<file path="config.mk">
export PLATFORM = sky130hd
export DESIGN_NAME = multi_dev_bridge
export DESIGN_NICKNAME = d
export VERILOG_FILES = /design/src/rtl/bridge_pkg.sv /design/src/rtl/bridge_addr_decode.sv /design/src/rtl/multi_dev_bridge.sv
export SDC_FILE = /design/constraint.sdc
export NUM_CORES = 1
export LEC_CHECK = 0
export BUFFER_PORTS_ARGS = -buffer_cell sky130_fd_sc_hd__buf_2
export CAP_MARGIN = 10
export CORE_UTILIZATION = 35
export CTS_BUF_LIST = sky130_fd_sc_hd__clkbuf_16
export DETAILED_ROUTE_END_ITERATION = 12
export PLACE_DENSITY = 0.66
export SYNTH_ARGS = -nofsm -noshare
export SYNTH_HDL_FRONTEND = slang
export SYNTH_HIERARCHICAL = 1
export SYNTH_SLANG_ARGS = --single-unit
</file>
<file path="constraint.sdc">
create_clock -name clk -period 4.5 [get_ports clk]
set_clock_uncertainty 0.15 [all_clocks]
set_input_delay 0.675 -clock clk [delete_from_list [all_inputs] [get_ports clk]]
set_output_delay 0.675 -clock clk [all_outputs]
set_load 0.05 [all_outputs]
</file>
<file path="src/rtl/bridge_pkg.sv">
// bridge_pkg: shared constants and types for the multi-device bridge.
//   NDEV_DEFAULT    - default number of device ports
//   TIMEOUT_DEFAULT - default number of wait cycles before an error response
//   DEV_BASE        - byte base address of each device window (index 0 rightmost)
//   DEV_SIZE        - byte size of each device window
//   state_t         - bridge FSM state encoding
package bridge_pkg;

  localparam int NDEV_DEFAULT    = 3;
  localparam int TIMEOUT_DEFAULT = 15;
  localparam int MAX_DEV         = 8;

  // Windows are 16 bytes apart with 12 usable bytes each. Entries beyond the
  // first three keep the same stride so NDEV can be raised up to MAX_DEV.
  localparam logic [MAX_DEV-1:0][31:0] DEV_BASE = {
    32'h0000_7F70, 32'h0000_7F60, 32'h0000_7F50, 32'h0000_7F40,
    32'h0000_7F30, 32'h0000_7F20, 32'h0000_7F10, 32'h0000_7F00
  };
  localparam logic [MAX_DEV-1:0][31:0] DEV_SIZE = {MAX_DEV{32'h0000_000C}};

  typedef enum logic [1:0] {
    ST_IDLE   = 2'd0,
    ST_ACCESS = 2'd1,
    ST_WAIT   = 2'd2,
    ST_RESP   = 2'd3
  } state_t;

endpackage

</file>
<file path="src/rtl/bridge_addr_decode.sv">
// bridge_addr_decode: combinational address decoder.
//   addr - CPU byte address
//   hit  - one-hot device hit vector (word-aligned address inside a window)
//   miss - no device hit
module bridge_addr_decode
  import bridge_pkg::*;
#(
  parameter int NDEV = NDEV_DEFAULT
) (
  input  logic [31:0]     addr,
  output logic [NDEV-1:0] hit,
  output logic            miss
);

  always_comb begin
    hit = '0;
    for (int i = 0; i < NDEV; i++) begin
      hit[i] = (addr[1:0] == 2'b00) &&
               (addr >= DEV_BASE[i]) &&
               (addr <= DEV_BASE[i] + DEV_SIZE[i] - 32'd1);
    end
  end

  assign miss = ~|hit;

endmodule

</file>
<file path="src/rtl/multi_dev_bridge.sv">
// multi_dev_bridge: routes single CPU accesses to one of NDEV devices.
//   clk, reset       - rising-edge clock, asynchronous active-high reset
//   PrAddr/PrWD      - CPU byte address / write data
//   PrReq/PrWE       - access request (sampled in IDLE only) / write select
//   PrRD/PrErr       - registered response data / error, valid with PrDone
//   PrDone           - one-cycle completion pulse
//   PrBusy           - high whenever the FSM is not IDLE
//   DevAddr/DevWD    - latched word address / write data
//   DevWE/DevRE      - one-hot write / read strobes (one ACCESS cycle)
//   DevRD            - flattened device read data, device i at [32i+31:32i]
//   DevAck           - per-device completion
//   state_dbg        - current FSM state
//
// Handshake: the CPU raises PrReq while PrBusy=0; the request is taken on
// that edge and PrReq is ignored until PrDone has pulsed. Toward the device,
// the strobe is a one-cycle command; the selected DevAck may arrive in the
// strobe cycle or any later cycle up to the timeout, and only the DevAck bit
// of the selected device is looked at.
module multi_dev_bridge
  import bridge_pkg::*;
#(
  parameter int NDEV    = NDEV_DEFAULT,
  parameter int TIMEOUT = TIMEOUT_DEFAULT
) (
  input  logic              clk,
  input  logic              reset,
  input  logic [31:0]       PrAddr,
  input  logic [31:0]       PrWD,
  input  logic              PrReq,
  input  logic              PrWE,
  output logic [31:0]       PrRD,
  output logic              PrDone,
  output logic              PrErr,
  output logic              PrBusy,
  output logic [29:0]       DevAddr,
  output logic [31:0]       DevWD,
  output logic [NDEV-1:0]   DevWE,
  output logic [NDEV-1:0]   DevRE,
  input  logic [32*NDEV-1:0] DevRD,
  input  logic [NDEV-1:0]   DevAck,
  output logic [1:0]        state_dbg
);

  // A zero timeout still needs a one-bit counter.
  localparam int CW = (TIMEOUT > 0) ? $clog2(TIMEOUT + 1) : 1;
  localparam logic [CW-1:0] CNT_MAX = CW'(TIMEOUT);

  state_t          state;
  logic [CW-1:0]   cnt;
  logic [NDEV-1:0] sel_q;
  logic            we_q;
  logic [NDEV-1:0] hit;
  logic            miss;
  logic            ack_sel;
  logic [31:0]     rd_sel;

  bridge_addr_decode #(.NDEV(NDEV)) u_decode (
    .addr (PrAddr),
    .hit  (hit),
    .miss (miss)
  );

  // sel_q is one-hot, so masking and OR-reducing picks the selected device.
  assign ack_sel = |(DevAck & sel_q);

  always_comb begin
    rd_sel = '0;
    for (int i = 0; i < NDEV; i++) begin
      if (sel_q[i]) rd_sel = rd_sel | DevRD[32*i +: 32];
    end
  end

  assign PrDone    = (state == ST_RESP);
  assign PrBusy    = (state != ST_IDLE);
  assign DevWE     = (state == ST_ACCESS &&  we_q) ? sel_q : '0;
  assign DevRE     = (state == ST_ACCESS && !we_q) ? sel_q : '0;
  assign state_dbg = state;

  always_ff @(posedge clk or posedge reset) begin
    if (reset) begin
      state   <= ST_IDLE;
      cnt     <= '0;
      sel_q   <= '0;
      we_q    <= 1'b0;
      DevAddr <= '0;
      DevWD   <= '0;
      PrRD    <= '0;
      PrErr   <= 1'b0;
    end else begin
      case (state)
        ST_IDLE: begin
          if (PrReq) begin
            DevAddr <= PrAddr[31:2];
            DevWD   <= PrWD;
            we_q    <= PrWE;
            sel_q   <= hit;
            cnt     <= '0;
            if (miss) begin
              PrRD  <= '0;
              PrErr <= 1'b1;
              state <= ST_RESP;
            end else begin
              state <= ST_ACCESS;
            end
          end
        end
        ST_ACCESS, ST_WAIT: begin
          // An ack in the last allowed cycle wins over the timeout.
          if (ack_sel) begin
            PrRD  <= we_q ? 32'd0 : rd_sel;
            PrErr <= 1'b0;
            state <= ST_RESP;
          end else if (cnt == CNT_MAX) begin
            PrRD  <= '0;
            PrErr <= 1'b1;
            state <= ST_RESP;
          end else begin
            cnt   <= cnt + 1'b1;
            state <= ST_WAIT;
          end
        end
        ST_RESP: state <= ST_IDLE;
        default: state <= ST_IDLE;
      endcase
    end
  end

endmodule

</file>
---- After elaboration in Yosys (flattened, before gate mapping) ----
Index checks and enable logic that the tools add are counted.
cells by class
  order comparisons ....................... 6
  bitwise gates (word level) .............. 3
  equal/unequal tests ..................... 9
  multiplexer cells ....................... 25
  reduce and logical (&&, ||, !) cells .... 19
  add/subtract/negate cells ............... 1
operators with widths
  kind                                                    number
  2-to-1 mux 32 bit                                       8
  >= comparator 32 x 15 -> 1 bit (second input constant)  3
  <= comparator 32 x 15 -> 1 bit (second input constant)  3
  OR 32 bit                                               2
  case mux 32 bit (2 select lines)                        1
  2-to-1 mux 4 bit                                        3
  logical AND 1 bit                                       8
  != test 2 bit (second input constant)                   4
  case mux 4 bit (2 select lines)                         1
  AND reduction 4 bit                                     2
  2-to-1 mux 1 bit                                        6
  2-to-1 mux 3 bit                                        2
  case mux 2 bit (3 select lines)                         1
  OR reduction 3 bit                                      2
  adder 4 x 1 -> 4 bit (second input constant)            1
  equality test 2 bit (second input constant)             2
  equality test 4 bit (second input constant)             1
  zero test 2 bit                                         2
  2-to-1 mux 2 bit                                        2
  nonzero test 2 bit                                      2
  AND 3 bit                                               1
  != test 3 bit (second input constant)                   1
  equality test 2 x 1 -> 1 bit (second input constant)    1
  case mux 1 bit (2 select lines)                         1
  other kinds (3)                                         3
storage, ports and cells
  output and inout bits ................... 105
  register bits after elaboration ......... 105
  bits of input ports ..................... 167

---- Longest topological paths before layout ----
  depth after elaboration ................. 8
  mapped depth ............................ 8
  mapped depth without buffers ............ 6

---- Cells and area by module ----
Netlist, hierarchy kept.
modules (own cells, without submodules)
  module              instances  cells each  area each (um2)
  multi_dev_bridge    1          315         4722.0
  bridge_addr_decode  1          20          120.1

---- Worst setup path before layout ----
OpenSTA, ideal clock, no wires.
  path type ............................... input port to flip-flop
  from .................................... input PrAddr[15]
  to ...................................... register PrRD[0]
  arrival time ............................ 2.490 ns
  stages on the path ...................... 7
  path slack .............................. 1.734 ns
  data required time ...................... 4.224 ns
  cell sequence ........................... or4_1 or4_1 a21boi_1 or4_4 buf_6 buf_12 o2bb2ai_2
on the way
  cells in the longest elaborated chain, start to end .. 6
  elaborated cells on any way between the ends .. 15
RTL lines
  element                                 RTL line                  text
  from (decl)                             multi_dev_bridge.sv:27    input logic [31:0] PrAddr,
  >= comparator 32 x 15 -> 1 bit          bridge_addr_decode.sv:19  (addr >= DEV_BASE[i]) &&
  logical AND 1 bit                       bridge_addr_decode.sv:18  hit[i] = (addr[1:0] == 2'b00) &&
  logical AND 1 bit                       bridge_addr_decode.sv:19
  OR reduction 3 bit *                    bridge_addr_decode.sv:24  assign miss = ~|hit;
  != test 2 bit (no source line) *        --
  AND reduction 4 bit (no source line) *  --
  to (signal assigned)                    multi_dev_bridge.sv:110   PrRD <= we_q ? 32'd0 : rd_sel;
  to (decl)                               multi_dev_bridge.sv:31    output logic [31:0] PrRD,
Mark *: on every way between the ends. The rest lies on a longest branch, timed or not.
A chain may end at the register's enable or synchronous reset.

---- Final worst setup path ----
  from .................................... input PrAddr[22]
  to ...................................... register PrRD[13]
Same word-level chain as after synthesis.

==> results.yml <==
global_routing:
  grt_max_degree: 73
  use_met3_pct: 5.989
  first_global_vias: 4028
  busiest_layer: "met2"
  gr-total-overflow: 0
  grt_use_met2_pct: 30.96
  grtUsageTotal_pct: 18.08
  grtUsageMet1_pct: 20.96
  grt_pass1_wl_um: 20210
  antenna_found_initial: 0
clocking:
  cts_tree: "built"
  post_cts_buffers: 0
  worstSkewPairLatency_ns: 0.34
  clock_sinks: 105
  numCtsBuffers: 9
  postCtsHoldBufs: 0
  root_buffer: "clkbuf_16"
  clk_pin_slew_ns: 0.07
  cts_resized: 0
  cts_buffer_depth: 2
  h-tree-depth: 3
drt:
  wl_um: 13090
  dr.pass1.iters: 6
  dr.first_iter.drc_count: 219
  viasPerCell: 5.147
  via_count: 3999
  antenna_left: 0
  drt_drc_violations_left: 0
  post_drt_wl_per_cell_um: 16.84
synth:
  synth_seq_cells: 105
  yosys_warnings: 6
  synthesis.nets: 507
  synth.distinct_cells: 37
  synth_cells: 335
  syn-cell-area_um2: 4842
  syn_avg_cell_area_um2: 14.45
  synth-seq-area-share_pct: 54.26
setup_path:
  reg2reg_slack_ns: 1.72
  cp_slowest_stage_delay_ns: 0.62
  worstPathMaxFanout: 32
  path_cells: "buf_2, nor4_1, nand4_1, or4_1, a21boi_1, a311o_2, buf_4, o2bb2ai_1"
  r2r_end: "PrRD[13]"
  rr_worst_depth: 5
  crit_arrival_ns: 3.10
  r2r-start: "sel_q[0]"
  end_kind: "flip-flop"
  path_class: "in2reg"
  cp_top_family: "simple AND/OR/NAND/NOR gates"
  critPathSlowestCell: "or4_1"
  critPathBufInv: 2
  worst_ep_required_time_ns: 4.61
  worst_setup_path_start_kind: "primary input"
die:
  die_area_um2: 14310
  fp.dieH_um: 119.6
  ioPinCount: 272
  die_w_um: 119.6
  initial_core_util_pct: 36.28
  num_rows: 42
  core_area_um2: 13350
cells_and_area:
  n_antenna_cell: 0
  layout-drive-gt1-share_pct: 54.74
  syn_to_final_growth_pct: 35.99
  nets: 768
  fin_util_pct: 49.33
power:
  p_per_area_nw_per_um2: 678.9
  ir_drop_v: 0.0005657
  p_leak_nw: 3.252
timing:
  hold_viol: 0
  rsz0062_at_grt: "false"
  setup_violations: 0
  worst_slew_pin_slew_ns: 1.210
  post-route-period-util_pct: 66.56
  relSlewSlack_pct: 19.36
  tns_ns: 0
  slew_violations: 0
  period_minus_slack_ns: 2.995
  fmax_mhz: 333.9
run_status:
  status: "finished, final reports clean"
hold_path:
  hp-start: "PrRD[13]"
  min_to: "PrRD[13]"
  worstHoldPathType: "reg2reg"
  min_path_cells: 1
placed_design:
  hpwl_um: 10060
  place_congestion: 0.7710
  port_buffers: 271
flow_run:
  drv_cap: 0
==> layout by cell type, fill, tap and decap left out, types with 3 or more instances in the layout <==
master	count
a21oi_1	3
a222oi_1	33
and2_1	3
and3_1	4
buf_2	271
buf_4	7
clkbuf_16	9
dfrtp_1	105
ha_1	5
inv_1	8
mux2_1	66
nand2_1	5
nand4_1	4
nor2_1	4
nor2b_1	3
nor4_1	6
o2bb2ai_2	30
or4_1	3
==> final cells by class <==
| class | count | area (um2) |
|---|---|---|
| inverters | 9 | 36.28 |
| multi-input cells | 193 | 1989 |
| flip-flops and latches | 105 | 2628 |
| clock inverters | 7 | 77.57 |
| fillers | 1202 | 6763 |
| repair buffers | 278 | 1409 |
| well taps | 176 | 220.2 |
| clock buffers | 9 | 225.2 |
==> state kept, by name, indices dropped and copies added, names as in the netlist <==
name       cells
DevAddr       30
DevWD         32
PrErr          1
PrRD          32
cnt            4
sel_q          3
state_dbg      2
we_q           1
==> power by group <==
group | leakage [nW] | internal [mW] | switching, mW
clock network | 0.142 | 0.437 | 0.360
registers | 1.32 | 1.26 | 0.171
logic | 1.79 | 0.585 | 1.66
total | 3.25 | 2.28 | 2.19
==> routing by layer <==
layer,routed length [um],vias up
li1,-,1854
met1,5212,1921
met2,6419,213
met3,1302,11
met4,151,0
met5,0,-
==> cell families after synthesis <==
| family | share of synthesized area (%) |
|---|---|
| DFF | 54.26 |
| and+or+nand+nor | 4.677 |
| buffers and inverters | 4.703 |
| adders and majority gates | 1.292 |
| AOI/OAI and AO/OA | 18.84 |
| muxes | 16.23 |
==> synthesized netlist by cell type (all sizes together) <==
| library cell | count | area, um2 |
|---|---|---|
| a21boi | 1 | 7.510 |
| o2bb2ai | 32 | 468.0 |
| nand4 | 4 | 25.02 |
| and4 | 1 | 8.760 |
| or4 | 4 | 33.78 |
| mux2 | 68 | 765.7 |
| inv | 9 | 33.78 |
| o22ai | 1 | 6.260 |
| a222oi | 33 | 330.3 |
| o22a | 1 | 8.760 |
| a211oi | 2 | 15.01 |
| a41o | 1 | 10.01 |
| nand2 | 6 | 22.52 |
| ha | 5 | 62.56 |
| a21oi | 3 | 15.01 |
| and2 | 3 | 18.77 |
| a2bb2oi | 1 | 8.760 |
| nand3b | 2 | 15.01 |
| nand2b | 1 | 6.260 |
| clkbuf | 12 | 45.04 |
| nor2 | 4 | 15.01 |
| a211o | 1 | 8.760 |
| nor2b | 3 | 18.77 |
| buf | 16 | 148.9 |
| dfrtp | 105 | 2628 |
| a31oi | 2 | 12.51 |
| nor4 | 6 | 37.54 |
| a311o | 1 | 11.26 |
| and3 | 4 | 25.02 |
| o211a | 1 | 10.01 |
| mux2i | 2 | 20.02 |
==> worst max-delay path by stage <==
stage,from,end,cells after the start
floorplan,reset,DevAddr[0],1
global placement,PrAddr[22],PrRD[14],8
detailed placement,PrAddr[22],PrRD[13],8
CTS,PrAddr[22],PrRD[13],8
global route,PrAddr[22],PrRD[13],7
finish,PrAddr[22],PrRD[13],8
==> worst register-to-register path, cell delays in order, from the launching register on <==
cell and delay [ns]:
dfrtp_1 0.36, buf_4 0.23, a222oi_1 1.00, a311o_2 0.33, buf_4 0.43, o2bb2ai_1 0.19
==> stage by stage <==
step,power (mW),setup slack [ns],cells,instance area (um2),hold slack (ns)
floorplan,3.151,0.9145,335,4842,0.3206
global placement,3.652,1.235,761,6282,0.3187
detailed placement,3.706,1.143,761,6282,0.3268
CTS,4.519,1.513,777,6585,0.3428
global route,4.692,1.392,777,6585,0.3567
finish,4.471,1.505,777,6585,0.3388
(Power assumes the default switching activity.)
